--- config.mk ---
export PLATFORM = sky130hd
export DESIGN_NAME = rng_src_sampler
export DESIGN_NICKNAME = d
export VERILOG_FILES = /design/src/rtl/rng_sampler_pkg.sv /design/src/rtl/rng_ehr_fifo.sv /design/src/rtl/rng_src_sampler.sv
export SDC_FILE = /design/constraint.sdc
export NUM_CORES = 1
export LEC_CHECK = 0
export BUFFER_PORTS_ARGS = -buffer_cell sky130_fd_sc_hd__buf_2
export CAP_MARGIN = 20
export CORE_UTILIZATION = 40
export DETAILED_ROUTE_END_ITERATION = 16
export SKIP_CTS_REPAIR_TIMING = 1
export SYNTH_ARGS = -nofsm -noshare
export SYNTH_HDL_FRONTEND = slang
export SYNTH_SLANG_ARGS = --single-unit
--- constraint.sdc ---
create_clock -name rng_clk -period 3.2 [get_ports rng_clk]
set_input_delay 0.48 -clock rng_clk [delete_from_list [all_inputs] [get_ports rng_clk]]
set_output_delay 0.48 -clock rng_clk [all_outputs]
set_load 0.01 [all_outputs]
--- src/rtl/rng_sampler_pkg.sv ---
// Shared constants for the entropy sampler: word geometry and von Neumann pair decode.
package rng_sampler_pkg;

  localparam int unsigned RNG_WORD_W = 32;
  localparam int unsigned RNG_BCNT_W = 6;

  // Pair is {first_sample, second_sample}.
  typedef enum logic [1:0] {
    VnPair00 = 2'b00,
    VnPair01 = 2'b01,
    VnPair10 = 2'b10,
    VnPair11 = 2'b11
  } vn_pair_e;

  function automatic logic vn_emits(input logic [1:0] pair);
    return (pair == VnPair01) || (pair == VnPair10);
  endfunction

endpackage

--- src/rtl/rng_ehr_fifo.sv ---
// First-word-fall-through word FIFO; full-with-pop accepts the push, full-without-pop drops it.
module rng_ehr_fifo #(
  parameter int unsigned Width = 32,
  parameter int unsigned Depth = 4,
  parameter int unsigned LvlW  = $clog2(Depth) + 1
) (
  input  logic             clk,
  input  logic             rst_n,
  input  logic             push,
  input  logic [Width-1:0] wdata,
  input  logic             pop,
  output logic             valid,
  output logic [Width-1:0] rdata,
  output logic [LvlW-1:0]  level,
  output logic             drop
);

  localparam int unsigned AddrW = $clog2(Depth);

  logic [Width-1:0] mem_q [Depth];
  logic [LvlW-1:0]  wptr_q, rptr_q;
  logic             empty, full, do_pop, do_push;

  // Pointers carry an extra wrap bit so their difference is the fill level.
  assign level   = wptr_q - rptr_q;
  assign empty   = (level == '0);
  assign full    = (level == LvlW'(Depth));
  assign do_pop  = pop && !empty;
  assign do_push = push && (!full || do_pop);
  assign drop    = push && full && !do_pop;
  assign valid   = !empty;
  assign rdata   = mem_q[rptr_q[AddrW-1:0]];

  always_ff @(posedge clk or negedge rst_n) begin
    if (!rst_n) begin
      for (int i = 0; i < Depth; i++) mem_q[i] <= '0;
      wptr_q <= '0;
      rptr_q <= '0;
    end else begin
      if (do_push) begin
        mem_q[wptr_q[AddrW-1:0]] <= wdata;
        wptr_q <= wptr_q + LvlW'(1);
      end
      if (do_pop) rptr_q <= rptr_q + LvlW'(1);
    end
  end

endmodule

--- src/rtl/rng_src_sampler.sv ---
// Noise-source sampler: synchroniser, period strobe, von Neumann corrector, 32-bit packer and
// word FIFO toward the engine.
module rng_src_sampler
  import rng_sampler_pkg::*;
#(
  parameter int unsigned SMPL_CNT_W = 16,
  parameter int unsigned FIFO_DEPTH = 4,
  parameter int unsigned LVL_W      = $clog2(FIFO_DEPTH) + 1
) (
  input  logic                  rng_clk,
  input  logic                  rst_n,
  input  logic                  rnd_src,
  input  logic                  smpl_en,
  input  logic [SMPL_CNT_W-1:0] sample_cnt,
  input  logic                  vnc_bypass,
  input  logic                  ovf_clr,
  input  logic                  ehr_ready,
  output logic                  ehr_valid,
  output logic [31:0]           ehr_data,
  output logic [LVL_W-1:0]      fifo_level,
  output logic                  ovf_err
);

  logic                  src_meta, src_s;
  logic [SMPL_CNT_W-1:0] period, pcnt_q, pcnt_d;
  logic                  stb;
  logic                  half_q, half_d, first_q, first_d, bypass_q;
  logic [RNG_WORD_W-1:0] word_q, word_d;
  logic [RNG_BCNT_W-1:0] bcnt_q, bcnt_d;
  logic                  emit, emit_bit, push, drop;
  logic                  ovf_d;

  always_ff @(posedge rng_clk or negedge rst_n) begin
    if (!rst_n) begin
      src_meta <= 1'b0;
      src_s    <= 1'b0;
    end else begin
      src_meta <= rnd_src;
      src_s    <= src_meta;
    end
  end

  // sample_cnt is live; >= lets a shrinking period strobe and wrap immediately.
  assign period = (sample_cnt == '0) ? SMPL_CNT_W'(1) : sample_cnt;
  assign stb    = smpl_en && (pcnt_q >= (period - SMPL_CNT_W'(1)));

  always_comb begin
    pcnt_d = pcnt_q + SMPL_CNT_W'(1);
    if (!smpl_en || stb) pcnt_d = '0;
  end

  always_comb begin
    half_d   = half_q;
    first_d  = first_q;
    word_d   = word_q;
    bcnt_d   = bcnt_q;
    emit     = 1'b0;
    emit_bit = src_s;
    push     = 1'b0;
    if (!smpl_en) begin
      half_d = 1'b0;
      word_d = '0;
      bcnt_d = '0;
    end else begin
      if (vnc_bypass) begin
        half_d = 1'b0;
        emit   = stb;
      end else if (!bypass_q) begin
        if (stb) begin
          if (!half_q) begin
            first_d = src_s;
            half_d  = 1'b1;
          end else begin
            half_d   = 1'b0;
            emit     = vn_emits({first_q, src_s});
            emit_bit = first_q;
          end
        end
      end else begin
        // Just switched into corrected mode: restart pairing.
        half_d = 1'b0;
      end
      if (emit) begin
        word_d = {word_q[RNG_WORD_W-2:0], emit_bit};
        if (bcnt_q == RNG_BCNT_W'(RNG_WORD_W - 1)) begin
          push   = 1'b1;
          bcnt_d = '0;
        end else begin
          bcnt_d = bcnt_q + RNG_BCNT_W'(1);
        end
      end
    end
  end

  always_comb begin
    ovf_d = ovf_err;
    if (ovf_clr) ovf_d = 1'b0;
    if (drop)    ovf_d = 1'b1;
  end

  always_ff @(posedge rng_clk or negedge rst_n) begin
    if (!rst_n) begin
      pcnt_q   <= '0;
      half_q   <= 1'b0;
      first_q  <= 1'b0;
      bypass_q <= 1'b0;
      word_q   <= '0;
      bcnt_q   <= '0;
      ovf_err  <= 1'b0;
    end else begin
      pcnt_q   <= pcnt_d;
      half_q   <= half_d;
      first_q  <= first_d;
      bypass_q <= vnc_bypass;
      word_q   <= word_d;
      bcnt_q   <= bcnt_d;
      ovf_err  <= ovf_d;
    end
  end

  rng_ehr_fifo #(
    .Width (RNG_WORD_W),
    .Depth (FIFO_DEPTH),
    .LvlW  (LVL_W)
  ) u_fifo (
    .clk   (rng_clk),
    .rst_n (rst_n),
    .push  (push),
    .wdata (word_d),
    .pop   (ehr_ready),
    .valid (ehr_valid),
    .rdata (ehr_data),
    .level (fifo_level),
    .drop  (drop)
  );

endmodule

* After elaboration in Yosys (flattened, before gate mapping) *
Index checks and enable logic that the tools add are counted.

storage, ports and cells
  latch bits = 0
  bits in registers = 194
  input port bits = 23
  RAM bits = 0
  word-level logic and storage cells = 84
  memories = 0
  output and inout bits = 37
  bits in read-only memories = 0

cells by class
  multipliers = 0
  reduce and logical (&&, ||, !) cells = 17
  bitwise logic cells = 4
  mux-type cells = 32
  div/mod/pow operators = 0
  add/subtract/negate cells = 6
  order comparisons = 4
  equality and inequality tests = 6
  shift operators = 0

operators with widths
  cell                   number
  $mux 32                5
  $bwmux 128             1
  $bmux 32 s2            1
  $demux 32 s2           1
  $mux 16                2
  $mux 1                 19
  $mux 6                 3
  $add 16x1->16 const B  1
  $ge 16x16->1           1
  $logic_not 16->1       1
  $sub 16x1->16 const B  1
  $add 3x1->3 const B    2
  $add 6x1->6 const B    1
  $eq 6x5->1 const B     1
  $ge 3x3->1 const B     2
  $logic_and 1x1->1      6
  $not 2->3              2
  $logic_not 1->1        4
  $ne 4x1->1 const B     1
  $reduce_and 4->1       1
  $eq 3x3->1 const B     1
  $logic_not 3->1        1
  $logic_or 1x1->1       3
  $lt 3x1->1 const B     1
  6 further kinds        7

* Depth between registers and ports, before layout *
Gate-level depths: netlist of the first run.

  depth in word-level cells = 14
  mapped depth = 18
  depth with buffers taken out = 16

* Cells and area by module *
A second synthesis of the first run with hierarchy kept.

unflattened totals
  cell total of the unflattened synthesis = 685
  area total of the unflattened synthesis = 9390.3 µm²

by module, submodules not included
  module           instances  cells each  area each (µm²)  seq. area each (µm²)
  rng_ehr_fifo     1          354         6043.3           3353.2
  rng_src_sampler  1          331         3347.0           1501.4

* Least setup slack after synthesis of the first run *
No wires, ideal clock.

  path kind = input to register
  start = in sample_cnt[8]
  end = reg u_fifo.mem_q[10] in the netlist's numbering
  path buffers = 2
  arrival time = 3.899 ns
  stages = 18
  required time = 3.075 ns
  setup time = 0.125 ns
  setup slack = -0.824 ns
  cell sequence = or3_1 -> nor4_1 -> nand3b_1 -> nor2_1 -> a21oi_1 -> ha_1 -> and3_1 -> nand2_1 -> xor2_1 -> ha_1 -> nand4_1 -> or2_1 -> a2111oi_4 -> o31a_1 -> buf_6 -> nand3_4 -> buf_6 -> mux2_4

on the way
  cells in the longest elaborated chain, start to end = 12
  elaborated cells between the ends (all ways) = 15
  classes of those cells = add/sub: 1; order compare: 1; mux: 10; reduce/logical: 3

RTL lines
  element                                                 RTL line                                RTL
  start, declared                                         rng_src_sampler.sv:14                   input logic [SMPL_CNT_W-1:0] sample_cnt,
  $logic_not 16->1                                        rng_src_sampler.sv:44                   assign period = (sample_cnt == '0) ? SMPL_CNT_W'(1) : sample_cnt;
  $mux 16 (*)                                             rng_src_sampler.sv:44
  $sub 16x1->16 (*)                                       rng_src_sampler.sv:45                   assign stb = smpl_en && (pcnt_q >= (period - SMPL_CNT_W'(1)));
  $ge 16x16->1 (*)                                        rng_src_sampler.sv:45
  $logic_and 1x1->1 (*)                                   rng_src_sampler.sv:45
  $mux 1                                                  rng_src_sampler.sv:69                   if (stb) begin
  $mux 1                                                  rng_src_sampler.sv:68                   end else if (!bypass_q) begin
  $mux 1 (*)                                              rng_src_sampler.sv:65                   if (vnc_bypass) begin
  $mux 1 (*)                                              rng_src_sampler.sv:60                   if (!smpl_en) begin
  $mux 32 / $mux 1 (equally long branches)                rng_src_sampler.sv:83                   if (emit) begin
  $mux 32 / $mux 1 (equally long branches)                rng_src_sampler.sv:60
  $bwmux 128 / $logic_and 1x1->1 (equally long branches)  rng_ehr_fifo.sv:41, rng_ehr_fifo.sv:29
  end signal, assigned by index                           rng_ehr_fifo.sv:41                      mem_q[wptr_q[AddrW-1:0]] <= wdata;
  end, declared                                           rng_ehr_fifo.sv:20                      logic [Width-1:0] mem_q [Depth];

Mark *: on every way between the ends. The rest lies on a longest branch, timed or not. The select of a mux whose other input is x is not followed.
A chain may end at the register's enable or synchronous reset.

* Worst setup path in the final report of the first run *
  start = in sample_cnt[8]
  end = reg u_fifo.mem_q[85] in the netlist's numbering

The elaborated chain is that of the path after synthesis.

==> flow_results.org, run 1 <==
** Global route
- The number of global-route vias before repair was ~6300.
- The number of antenna violations at the first check in global routing was 0.
- The first global-routing pass estimated 32.33 mm of wire.
- Entering global routing, the biggest net connects a little over 90 pins.
- Global-route usage over all layers :: 0.1712
- Global routing finished with a remaining overflow of 0.

** Timing
- For the pin with the worst max-slew slack, the measured transition is 1009 ps.
- Count of endpoints failing setup in the final report :: 186
- Worst slew margin relative to its limit :: 0.3274
- The final max-slew violation count was 0.
- The smallest clock period supported by the final layout is computed as 3613 ps.
- RSZ-0062 raised after global routing :: yes
- The clock arrives with 10.25 ps of skew.
- Highest clock frequency the design can meet :: 0.2768 GHz
- Final hold violation count :: 0
- Worst-case setup margin in the final layout :: -412.9 ps
- Post-route fraction of the period consumed by the critical path :: 1.129

** Cells and area
- Post-synthesis to final-layout area growth :: 26.67%
- The net count of the finished layout is 868.
- Antenna cells :: 0
- Summing all non-filler instances in the final layout gives an area of 11910 sq um.
- Utilization after layout :: 0.5213
- Commonest non-fill, non-tap cell in the layout :: dfrtp_1
- Of the cells placed in the final design, the portion with a size suffix greater than 1 is 0.4940.
- Leaving out fill and tap cells, the most frequent cells in the layout are dfrtp_1, mux2_4, buf_2.

** Synth
- Async set-reset flop share out of synthesis :: 1.000
- Synthesis produced a netlist whose cell count is 697.
- A synthesized cell averages around 13 sq um.
- After synthesis the netlist holds a flip-flop and latch count of 193.
- The Yosys step of the flow raised 0 warnings.
- Commonest register cell after synthesis :: dfrtp_1
- Synthesis produced a netlist with a net count of 746.
- Part of the Yosys area used for sequential elements :: 0.5136
- In this run, synthesis inferred 0 flip-flops with an integrated enable.
- The number of different library cells used by synthesis comes to 50.
- Post-synthesis cell area :: about 9400 sq um

** Min path
- The worst hold path belongs to the class in -> async.

** Power
- Share of power burned in registers :: 0.451
- Clock share of power :: 0.395
- Switching power :: 1421 uW
- Power Dens Cells :: 463.4 nW/um^2
- Switching power as a share of total power :: 0.2575
- The internal power of the cells totals 4098 uW.
- Summed over all cells, the static leakage comes to 0.005659 uW.
- Relative contribution of combinational cells to total power :: 0.155
- Across the VDD grid, the largest voltage drop is 0.0006383 V.

** Clock network
- Clock tree synthesis found a total of 193 sinks.
- TritonCTS built the clock tree.
- Clock root buffer master :: clkbuf_16
- TritonCTS created 17 clock buffers.
- Clock-pin slew was measured on the worst setup and hold paths at 70 ps.
- Clock latency on the worst-skew pair, taken at its later pin, is ~420 ps.
- The H-tree generated during clock tree synthesis spans 4 levels.
- Largest buffer count on any clock path :: 2

** Setup path
- Data arrives at the worst endpoint at 3920 ps.
- Crit Path Max Fanout :: 19
- Beginning of the worst register-to-register path :: u_fifo.wptr_q[0]$_DFFE_PN0N_
- The worst setup path is captured at a flop.
- The most critical setup path has its startpoint at sample_cnt[8].
- The worst setup path is launched from an input port.
- STA puts the critical path data required time at 3500 ps.
- The worst setup path is of the in -> reg kind.

** Route
- Met1 wire length :: 9.652 mm
- Vias :: 5986
- Wire length on met3 :: 488 microns
- DR WL/cell :: roughly 18 microns
- Detailed Route WL :: 20.68 mm
- Routed via count divided by cell count :: 5.228
- DRC viols :: 0
- The count of nets left with antenna violations once routing finished came out at 0.
- After the first detailed-routing iteration, the DRC count stood at 266.
- Top routing layer used :: met4
- First-pass iteration count of the detailed router :: 4
- Wire segments on met2 add up to 10.24 mm in the final route.

** Placed design
- Number of buffers inserted by port buffering :: 59
- Post-Place Setup Slack :: -864.4 ps
- Final estimated routing congestion in global placement :: 0.8223
- After legalization and detailed placement, the total HPWL measured 12.81 mm.
- Placed Instance Area :: 10550 sq um

** Die
- Placement Rows :: between 50 and 60
- Top-level I/O count :: 60
- Horizontal die dimension :: 155.3 microns
- The die covers 24120 sq um.
- The floorplan step defined a core boundary enclosing 22850 sq um.
- Die height :: around 160 microns
- The initial utilization of the core area, before any placement, comes to 0.4116.

** Outcome
- The final reports fail on negative setup slack.
- The run finished, with violations left.

** Flow run
- Max-cap violations in this run came to 0.
-- synth_stat cells (all sizes together), types with 4 or more instances --
| cell | number | area share |
|---|---|---|
| dfrtp | 193 | 0.51 |
| mux2 | 127 | 0.17 |
| nand2 | 54 | 0.022 |
| nand3 | 42 | 0.025 |
| o21ai | 33 | 0.018 |
| mux4 | 32 | 0.077 |
| nor2 | 32 | 0.014 |
| ha | 25 | 0.033 |
| buf | 20 | 0.018 |
| xnor2 | 19 | 0.018 |
| clkbuf | 17 | 0.0068 |
| inv | 15 | 0.0060 |
| xor2 | 15 | 0.014 |
| a21oi | 11 | 0.0059 |
| nand4 | 8 | 0.0053 |
| mux2i | 6 | 0.0064 |
| and3 | 5 | 0.0033 |
| nor3 | 5 | 0.0039 |
| nor4 | 5 | 0.0033 |
| nand2b | 4 | 0.0027 |
| or3 | 4 | 0.0032 |
-- layout make-up --
| cell class | instances | area [sq um] |
|---|---|---|
| tap | 313 | 391.6 |
| multi-input combinational | 453 | 4807 |
| clock inverter | 9 | 130.1 |
| timing repair buffer | 139 | 1226 |
| clock buffer | 23 | 467.9 |
| sequential | 193 | 4831 |
| inverter | 15 | 56.30 |
| fill | 1924 | 10940 |
-- power by group through the flow --
stage / clock, uW / sequential (uW) / combinational [uW]
floorplan: 0 / 2530 / 542
global placement: 0 / 2530 / 832
detailed placement: 0 / 2530 / 844
CTS: 2230 / 2490 / 850
global route: 2330 / 2490 / 938
finish: 2180 / 2490 / 853
-- critical path: stages --
cell and delay [ps]:
buf_6 90, or3_4 390, nor4_4 150, nand3b_1 160, nor2_1 150, a21oi_2 80, ha_2 190, and3_4 170
nand2_2 70, xor2_1 80, ha_1 280, nand4_1 120, or2_4 300, a2111oi_4 220, buf_4 190, nor3_4 70
nor2_4 160, buf_12 210, mux2_2 350
-- cells by family (layout without fill, tap and decap cells) --
kind of cell / count (synthesis) / count (layout) / share of synthesized area
AO/OA/AOI/OAI: 59 / 59 / 0.04099
XOR/XNOR: 34 / 34 / 0.03167
adder cells (fa/ha/maj): 26 / 26 / 0.03540
buffers and inverters: 52 / 186 / 0.03127
flip-flops: 193 / 193 / 0.5136
multiplexers: 165 / 165 / 0.2579
AND/OR/NAND/NOR: 168 / 169 / 0.08916
-- routing by layer --
metal | up-vias | GRT usage
li1 | 2746 | -
met1 | 3134 | 0.2331
met2 | 80 | 0.2802
met3 | 26 | 0.02925
met4 | 0 | 0.05182
met5 | - | 0
-- final timing paths --
path | to | slack, ps | cells past startpoint
max | u_fifo.mem_q[85]$_DFFE_PN0P_ | -410 | 19
min | u_fifo.mem_q[104]$_DFFE_PN0P_ | 120 | 1
max reg2reg | u_fifo.mem_q[85]$_DFFE_PN0P_ | 390 | 10
min reg2reg | src_s$_DFF_PN0_ | 360 | 0
max in group asynchronous | u_fifo.mem_q[24]$_DFFE_PN0P_ | 2070 | 2
min in group rng_clk | src_meta$_DFF_PN0_ | 160 | 1
-- flip-flops by register name, indices dropped and copies added (netlist names) --
register / cells
half_q: 1
bypass_q: 1
ovf_err: 1
first_q: 1
u_fifo.wptr_q: 3
pcnt_q: 16
src_s: 1
src_meta: 1
bcnt_q: 6
u_fifo.rptr_q: 3
u_fifo.mem_q: 128
word_q: 31
-- metrics by stage --
step	hold slack, ps	total power [uW]	std cells	TNS, ps
CTS	131.9	5566	1128	-58530
global placement	334.1	3363	1096	-131700
detailed placement	345.7	3377	1096	-142510
floorplan	184.4	3073	697	-88400
finish	120.4	5519	1145	-65300
global route	138.3	5756	1145	-95610
Note: power is estimated with default switching activity, not from simulation.
==> run 2: changes to the inputs <==
- CORE_UTILIZATION: 40 -> 55
- PLACE_DENSITY: default -> 0.73
==> run 2 against run 1 <==
Net effect:
- the flow still finishes with violations (negative setup slack)
- power fell by 1.3%
- clock-buffer cell count shrank 3
- sequential power about the same
- via count up 1.9%
- routed wire length increased by 3.4%
- first-iteration DRC count up 60%
- core utilization increased by 18 points
- critical path depth rose by 1
- highest routed layer unchanged
==> flow_results.org, run 2 (same netlist as run 1, synthesis figures left out) <==
** Setup path
- The worst setup path is of the in -> reg kind.
- Data arrival time at the worst-slack endpoint :: 3990 ps (+70 ps)
- STA classifies the critical path endpoint as a flop.
- Crit Path Max Fanout :: 7 (-12)
- The required time of the critical path is 3540 ps (+40 ps).
- STA classifies the critical path startpoint as an input port.

** Timing
- Hold Slack :: 33.16 ps (-87.28 ps)
- The slew at the pin closest to its max-slew limit was 877.3 ps (-131.6 ps).
- The post-route clock period utilization is 1.142 (+0.01311).
- RSZ-0062 raised after global routing :: yes
- Max-slew violations :: 0 (unchanged)
- The total of endpoints with negative setup slack in the final report is 187 (+0.54%).
- Fin crit period :: 3655 ps (+41.95 ps)
- The highest clock frequency the design can meet was 0.2736 GHz (-1.1%).
- Worst-case setup margin in the final layout :: -454.9 ps (-41.95 ps)
- The setup TNS after final layout came to -68440 ps (-3133 ps).
- The count of final hold-check violations came to 0 (unchanged).
- Final setup skew :: 9.750 ps (-0.5008 ps)
- Worst slew margin relative to its limit :: 0.4151 (+0.08772)

** Global route
- The largest net degree at the start of global routing is 71 (-24%).
- Congestion Overflow GR :: 0 (unchanged)
- The number of global-route vias before repair is 6241 (-0.75%).
- The global-route wire length before repair came to 32.88 mm (+1.7%).
- Number of antenna violations at the first check in global routing :: 0 (unchanged)
- The global-route usage over all layers is 0.2388 (+0.06762).

** Power
- Share of power burned in registers :: 0.457 (+0.006)
- The leakage power summed over all cells is 0.005543 uW (-2.0%).
- Cell Int Power :: 3998 uW (-2.5%)
- The maximum resistive drop on vdd came to 0.0006234 V (-2.3%).
- Power Dens Cells :: 468.2 nW/um^2 (+1.0%)
- Switching power :: 1453 uW (+2.2%)
- Clock share of power :: 0.386 (-0.009)
- Relative contribution of combinational cells to total power :: 0.158 (+0.003)
- Switching power as a share of total power :: 0.2665 (+0.009040)

** Cells and area
- The number of non-filler instances in the completed layout was 1041 (-9.1%).
- Layout Nets :: 858 (-1.2%)
- Leaving out fill and tap cells, the most frequent cell in the layout is dfrtp_1.
- Flip-flop count of the largest register, all copies and words added :: 128 (unchanged)
- The largest registers in the layout are u_fifo.mem_q x128, word_q x31, pcnt_q x16.
- The final design area excluding fillers is 11640 sq um (-2.3%).
- The proportion of layout cells with a drive suffix above 1 is 0.4653 (-0.02870).
- The number of diodes came to 0 (unchanged).
- Largest reg by FF count :: u_fifo.mem_q
- The layout filler cell count came to 1092 (-43%).
- The core occupancy in the finished layout was 0.6995 (+0.1782).
- Relative to the synthesized area, the layout overhead comes to 23.81%.
- In the layout the commonest cells are dfrtp_1, mux2_4, buf_2.

** Die
- Top-level I/O count :: 60 (unchanged)
- The number of placement rows was 47 (-15%).
- Die height :: 132.8 microns (-15%)
- Die footprint :: 17620 sq um (-27%)
- Initial cell density of the core :: 0.5650 (+0.1534)
- The die extent in x came to 132.8 microns (-15%).
- The area of the core came to 16640 sq um (-27%).

** Clock network
- CTS placed an instance of clkbuf_16 at the clock tree root.
- CTS clock-pin slew for the worst setup and hold paths :: 70 ps (about the same)
- Clk sinks :: 193 (unchanged)
- Clock latency of the later-clocked register in the worst-skew pair :: 430 ps (about the same)
- Largest buffer count on any clock path :: 2 (unchanged)
- CTS H-tree lvls :: 4 (unchanged)
- TritonCTS clock tree :: built
- Number of buffers added by the clock tree synthesis step :: 17 (unchanged)

** Route
- The violation count after the first detailed-routing iteration came to 425 (+60%).
- Detailed Route WL :: 21.37 mm (+3.4%)
- DRC viols :: 0 (unchanged)
- Routed via count divided by cell count :: 5.858 (+12%)
- The post-detailed-route count of antenna-violating nets came to 0 (unchanged).
- The total number of vias came to 6098 (+1.9%).
- The routed wire length per instance is 20.53 microns (+14%).
- The number of detailed-route iterations in the first pass is 4 (unchanged).

** Outcome
- The flow ran to the end, but the final reports show violations.
- Failing checks :: negative setup slack

** Placed design
- The HPWL reported at the end of detailed placement was 12.43 mm (-2.9%).
- The cell area after placement is 10390 sq um (-1.6%).
- The post-placement cell count is 998 (-8.9%).
- The last weighted congestion value of the routability-driven placer came to 0.8164 (-0.72%).
- The count of buffers from port buffering came to 59 (unchanged).

** Min path
- The path class of the tightest hold or removal check is in -> async.

** Flow run
- The reported max-cap violation count was 0 (unchanged).
run 2: changes by cell type in the layout (fill, tap and decap cells not counted), sizes merged:
cell / change
buf: -10
clkbuf: -3
bufinv: -1
clkinv: +1
clkinvlp: +1
inv: +1
run 2: power groups by stage:
stage / Combinational (uW) / Clock, uW / Sequential, uW
floorplan: 542 / 0 / 2530
global placement: 817 / 0 / 2530
detailed placement: 844 / 0 / 2530
CTS: 850 / 2130 / 2490
global route: 937 / 2230 / 2490
finish: 859 / 2100 / 2490
run 2: layer usage:
metal | vias to the layer above | GRT usage | routed length [microns]
met5 | - | 0 | 0
met2 | 121 | 0.3936 | 10820
met4 | 0 | 0.06577 | 289
met1 | 3232 | 0.3311 | 9640
met3 | 22 | 0.03793 | 627
li1 | 2723 | - | -
run 2: final timing paths:
check | start | end | slack (ps) | depth (start not counted)
max in group asynchronous | rst_n | u_fifo.mem_q[41]$_DFFE_PN0P_ | 2250 | 2
setup / recovery | sample_cnt[8] | word_q[3]$_DFF_PN0_ | -450 | 20
setup reg to reg | u_fifo.wptr_q[0]$_DFFE_PN0N_ | u_fifo.mem_q[63]$_DFFE_PN0P_ | 190 | 10
min in group rng_clk | rnd_src | src_meta$_DFF_PN0_ | 150 | 1
hold reg to reg | src_meta$_DFF_PN0_ | src_s$_DFF_PN0_ | 350 | 0
hold / removal | rst_n | u_fifo.mem_q[39]$_DFFE_PN0P_ | 30 | 1
run 2: area by class of cell:
type | instances | area [sq um] | area share
flip-flops and latches | 193 | 4831 | 0.4150
multi-input cells | 453 | 4803 | 0.4126
repair buffers | 129 | 1097 | 0.09426
clock buffers | 20 | 446.7 | 0.03837
well taps | 220 | 275.3 | 0.02365
clock inverters | 11 | 131.4 | 0.01129
inverters | 15 | 56.30 | 0.004837
run 2: critical path: stages:
cell,delay (ps)
buf_6,90
or3_4,390
nor4_4,150
nand3b_1,170
nor2_2,140
a21oi_2,70
ha_2,180
and3_4,170
nand2_1,80
xor2_1,60
ha_1,290
nand4_1,120
or2_4,300
a2111oi_4,270
o31a_2,290
buf_6,190
buf_6,130
buf_12,130
nand3_1,110
o21ai_1,170
run 2: metrics by stage:
stage | setup slack, ps | power (uW)
floorplan | -642.9 | 3073
global placement | -762.9 | 3348
detailed placement | -838.6 | 3377
CTS | -412.8 | 5467
global route | -643.2 | 5652
finish | -454.9 | 5450
==> run 3: changes to the inputs <==
--- a/config.mk
+++ b/config.mk
@@ -7,7 +7,6 @@
 export LEC_CHECK = 0
-export BUFFER_PORTS_ARGS = -buffer_cell sky130_fd_sc_hd__buf_2
 export CAP_MARGIN = 20
-export CORE_UTILIZATION = 55
+export CORE_UTILIZATION = 50
 export DETAILED_ROUTE_END_ITERATION = 16
-export PLACE_DENSITY = 0.73
+export DONT_BUFFER_PORTS = 1
 export SKIP_CTS_REPAIR_TIMING = 1
--- a/constraint.sdc
+++ b/constraint.sdc
@@ -3,2 +3,2 @@
 set_output_delay 0.48 -clock rng_clk [all_outputs]
-set_load 0.01 [all_outputs]
+set_load 0.1 [all_outputs]
==> run 3 against run 2 <==
Net effect:
- the flow finishes with violations (design-rule violations, negative hold slack, negative setup slack)
- critical path depth decreased by 1
- clock power decreased by 2%
- setup slack improved by 130 ps
- via count decreased by 7.1%
- clock-buffer cell count increased by 3
- largest cell class unchanged
- power increased by 3.5%
- design area decreased by 3.4%
- routed wire length decreased by 5.8%
- combinational power increased by 27%
- non-clock buffer count decreased by 72
==> flow_results.org, run 3 (same netlist as run 1, synthesis figures left out) <==
** Power
- The power per standard cell area came to 501.8 nW/um^2 (+7.2%).
- The share of total power in sequential cells came to 0.441 (-0.016).
- The internal power summed over all cells was 3997 uW (about the same).
- The clock network power share was 0.365 (-0.021).
- The total net switching power was 1644 uW (+13%).
- Lkg Pwr :: 0.005271 uW (-4.9%)
- Relative contribution of combinational cells to total power :: 0.194 (+0.036)
- The maximum resistive drop on vdd is 0.001075 V (+73%).
- The post-layout total power came to 5641 uW (+3.5%).
- Switching power as a share of total power :: 0.2915 (+0.02496)

** Cells and area
- Leaving out fill and tap cells, the most frequent cell in the layout is dfrtp_1.
- Commonest cells after routing, fill and taps aside :: dfrtp_1, mux2_4, nand2_1
- The proportion of layout cells with a drive suffix above 1 came to 0.4177 (-0.04762).
- Post-synthesis to final-layout area growth :: 19.55%
- Largest registers ranked by flip-flop count :: u_fifo.mem_q x128, word_q x31, pcnt_q x16
- The core occupancy in the finished layout was 0.6173 (-0.08217).
- The layout filler cell count is 1367 (+25%).
- Largest reg by FF count :: u_fifo.mem_q
- Post-route cell area :: 11240 sq um (-3.4%)
- Antenna cells :: 0 (unchanged)
- The flip-flop count of the largest register, all copies and words added came to 128 (unchanged).
- Layout Nets :: 785 (-8.5%)

** Timing
- Post-route fraction of the period consumed by the critical path :: 1.101 (-0.04136)
- Fin crit period :: 3523 ps (-132.3 ps)
- Final hold violation count :: 193 (+193)
- Count of endpoints failing setup in the final report :: 176 (-5.9%)
- The worst clock skew came to 9.613 ps (-0.1375 ps).
- The final max-slew violation count was 0 (unchanged).
- The setup TNS after final layout was -37950 ps (+30490 ps).
- RSZ-0062 raised after global routing :: yes
- The final hold slack came to -246.6 ps (-279.8 ps).
- Worst-case setup margin in the final layout :: -322.5 ps (+132.3 ps)
- The highest clock frequency the design can meet is 0.2839 GHz (+3.8%).
- Worst slew margin relative to its limit :: 0.4049 (-0.01026)
- Actual transition at the worst max-transition pin :: 892.7 ps (+15.39 ps)

** Placed design
- The last weighted congestion value of the routability-driven placer came to 0.8594 (+5.3%).
- Hpwl dp :: 11.86 mm (-4.6%)
- Number of buffers inserted by port buffering :: 0 (-100%)
- The cell area after placement was 9966 sq um (-4.0%).

** Global route
- Congestion Overflow GR :: 0 (unchanged)
- The global-route wire length before repair was 31.32 mm (-4.7%).
- Number of global-route vias before repair :: 5751 (-7.9%)
- The largest net degree at the start of global routing was 194 (+170%).
- Number of antenna violations at the first check in global routing :: 0 (unchanged)
- The global-route usage over all layers was 0.2076 (-0.03127).

** Die
- Die footprint :: 19360 sq um (+9.9%)
- Die height :: 139.1 microns (+4.8%)
- The die extent in x is 139.1 microns (+4.8%).
- Initial cell density of the core :: 0.5164 (-0.04861)
- The count of pins on the block boundary is 60 (unchanged).
- The area of the core is 18210 sq um (+9.4%).
- Placement Rows :: 49 (+4.3%)

** Route
- The routed wire length is 20.12 mm (-5.8%).
- The via count normalized by instance count is 5.805 (-0.90%).
- The number of detailed-route iterations in the first pass came to 12 (+8).
- DRC viols :: 5 (+5)
- DRC violation total after the first TritonRoute iteration :: 343 (-19%)
- DR WL/cell :: 20.62 microns (+0.42%)
- The post-detailed-route count of antenna-violating nets was 0 (unchanged).
- The total number of vias came to 5666 (-7.1%).

** Setup path
- Startpoint kind of the worst setup timing path :: input port
- Required time of the worst setup path :: 3510 ps (-30 ps)
- In this run the worst setup path begins at sample_cnt[8].
- Crit Path Max Fanout :: 10 (+3)
- The data arrival time of the critical path came to 3830 ps (-160 ps).
- STA classifies the critical path endpoint as a flop.
- By startpoint and endpoint, the worst setup path is classified as in -> reg.
- Beginning of the worst register-to-register path :: pcnt_q[0]$_DFF_PN0_

** Min path
- Worst hold path type :: in -> async

** Clock network
- TritonCTS built the clock tree.
- CTS H-tree lvls :: 4 (unchanged)
- CTS clock-pin slew for the worst setup and hold paths :: 70 ps (about the same)
- The total number of clock tree sinks came to 193 (unchanged).
- Number of buffers added by the clock tree synthesis step :: 17 (unchanged)
- The tree is rooted in a clkbuf_16.
- Largest buffer count on any clock path :: 2 (unchanged)
- Clock latency of the later-clocked register in the worst-skew pair :: 430 ps (about the same)

** Outcome
- Failing checks :: design-rule violations, negative hold slack, negative setup slack
- The flow ran to the end, but the final reports show violations.

** Flow run
- Number of max-cap violations :: 0 (unchanged)
-- run 3: changes by cell type in the layout (fill, tap and decap cells not counted), moves of 10 or more --
cell	change
buf_2	-56
buf_4	-19
nor2_1	+18
nor2_4	-15
mux2_2	+12
mux2_4	-12
o21ai_2	+10
-- run 3: routing by layer --
layer / vias up / GRT usage / routed length (microns)
li1: 2576 / - / -
met1: 2982 / 0.2926 / 9317
met2: 91 / 0.3344 / 9892
met3: 17 / 0.03867 / 687
met4: 0 / 0.04854 / 225
met5: - / 0 / 0
-- run 3: critical path: stages --
cell,delay (ps)
or3_4,390
nor4_4,160
nand3b_1,140
nor2_1,140
a21oi_2,80
ha_2,180
and3_4,160
nand2_1,70
xor2_1,70
ha_1,290
nand4_1,120
or2_4,290
a2111oi_4,250
buf_4,190
nor3_4,60
nor2_4,120
buf_12,130
buf_12,140
mux2_2,350
-- run 3: final cells by class --
class / count / area (sq um) / area share
clock buffer: 23 / 488.0 / 0.04341
tap: 229 / 286.5 / 0.02549
inverter: 15 / 56.30 / 0.005009
timing repair buffer: 57 / 774.5 / 0.06890
sequential: 193 / 4831 / 0.4298
multi-input combinational: 452 / 4730 / 0.4207
clock inverter: 7 / 75.07 / 0.006679
-- run 3: power by group through the flow --
stage	combinational (uW)	sequential, uW	clock (uW)
global route	1160	2490	2180
CTS	1080	2490	2090
floorplan	857	2530	0
global placement	1070	2530	0
finish	1090	2490	2060
detailed placement	1080	2530	0
-- run 3: worst paths after layout --
path	cells after the start	end	slack [ps]
worst max-delay path	19	u_fifo.mem_q[56]$_DFFE_PN0P_	-320
worst min-delay path	0	u_fifo.mem_q[104]$_DFFE_PN0P_	-250
min in group rng_clk	0	bypass_q$_DFF_PN0_	80
max in group asynchronous	0	u_fifo.rptr_q[0]$_DFFE_PN0P_	3070
worst min register to register	0	src_s$_DFF_PN0_	350
worst max register to register	11	u_fifo.mem_q[35]$_DFFE_PN0P_	440
-- run 3: stage by stage --
stage	setup slack [ps]	instances
after floorplan	-636.1	697
after global placement	-694.5	927
after detailed placement	-745.7	927
after CTS	-307.0	957
after global routing	-516.1	976
final	-322.5	976
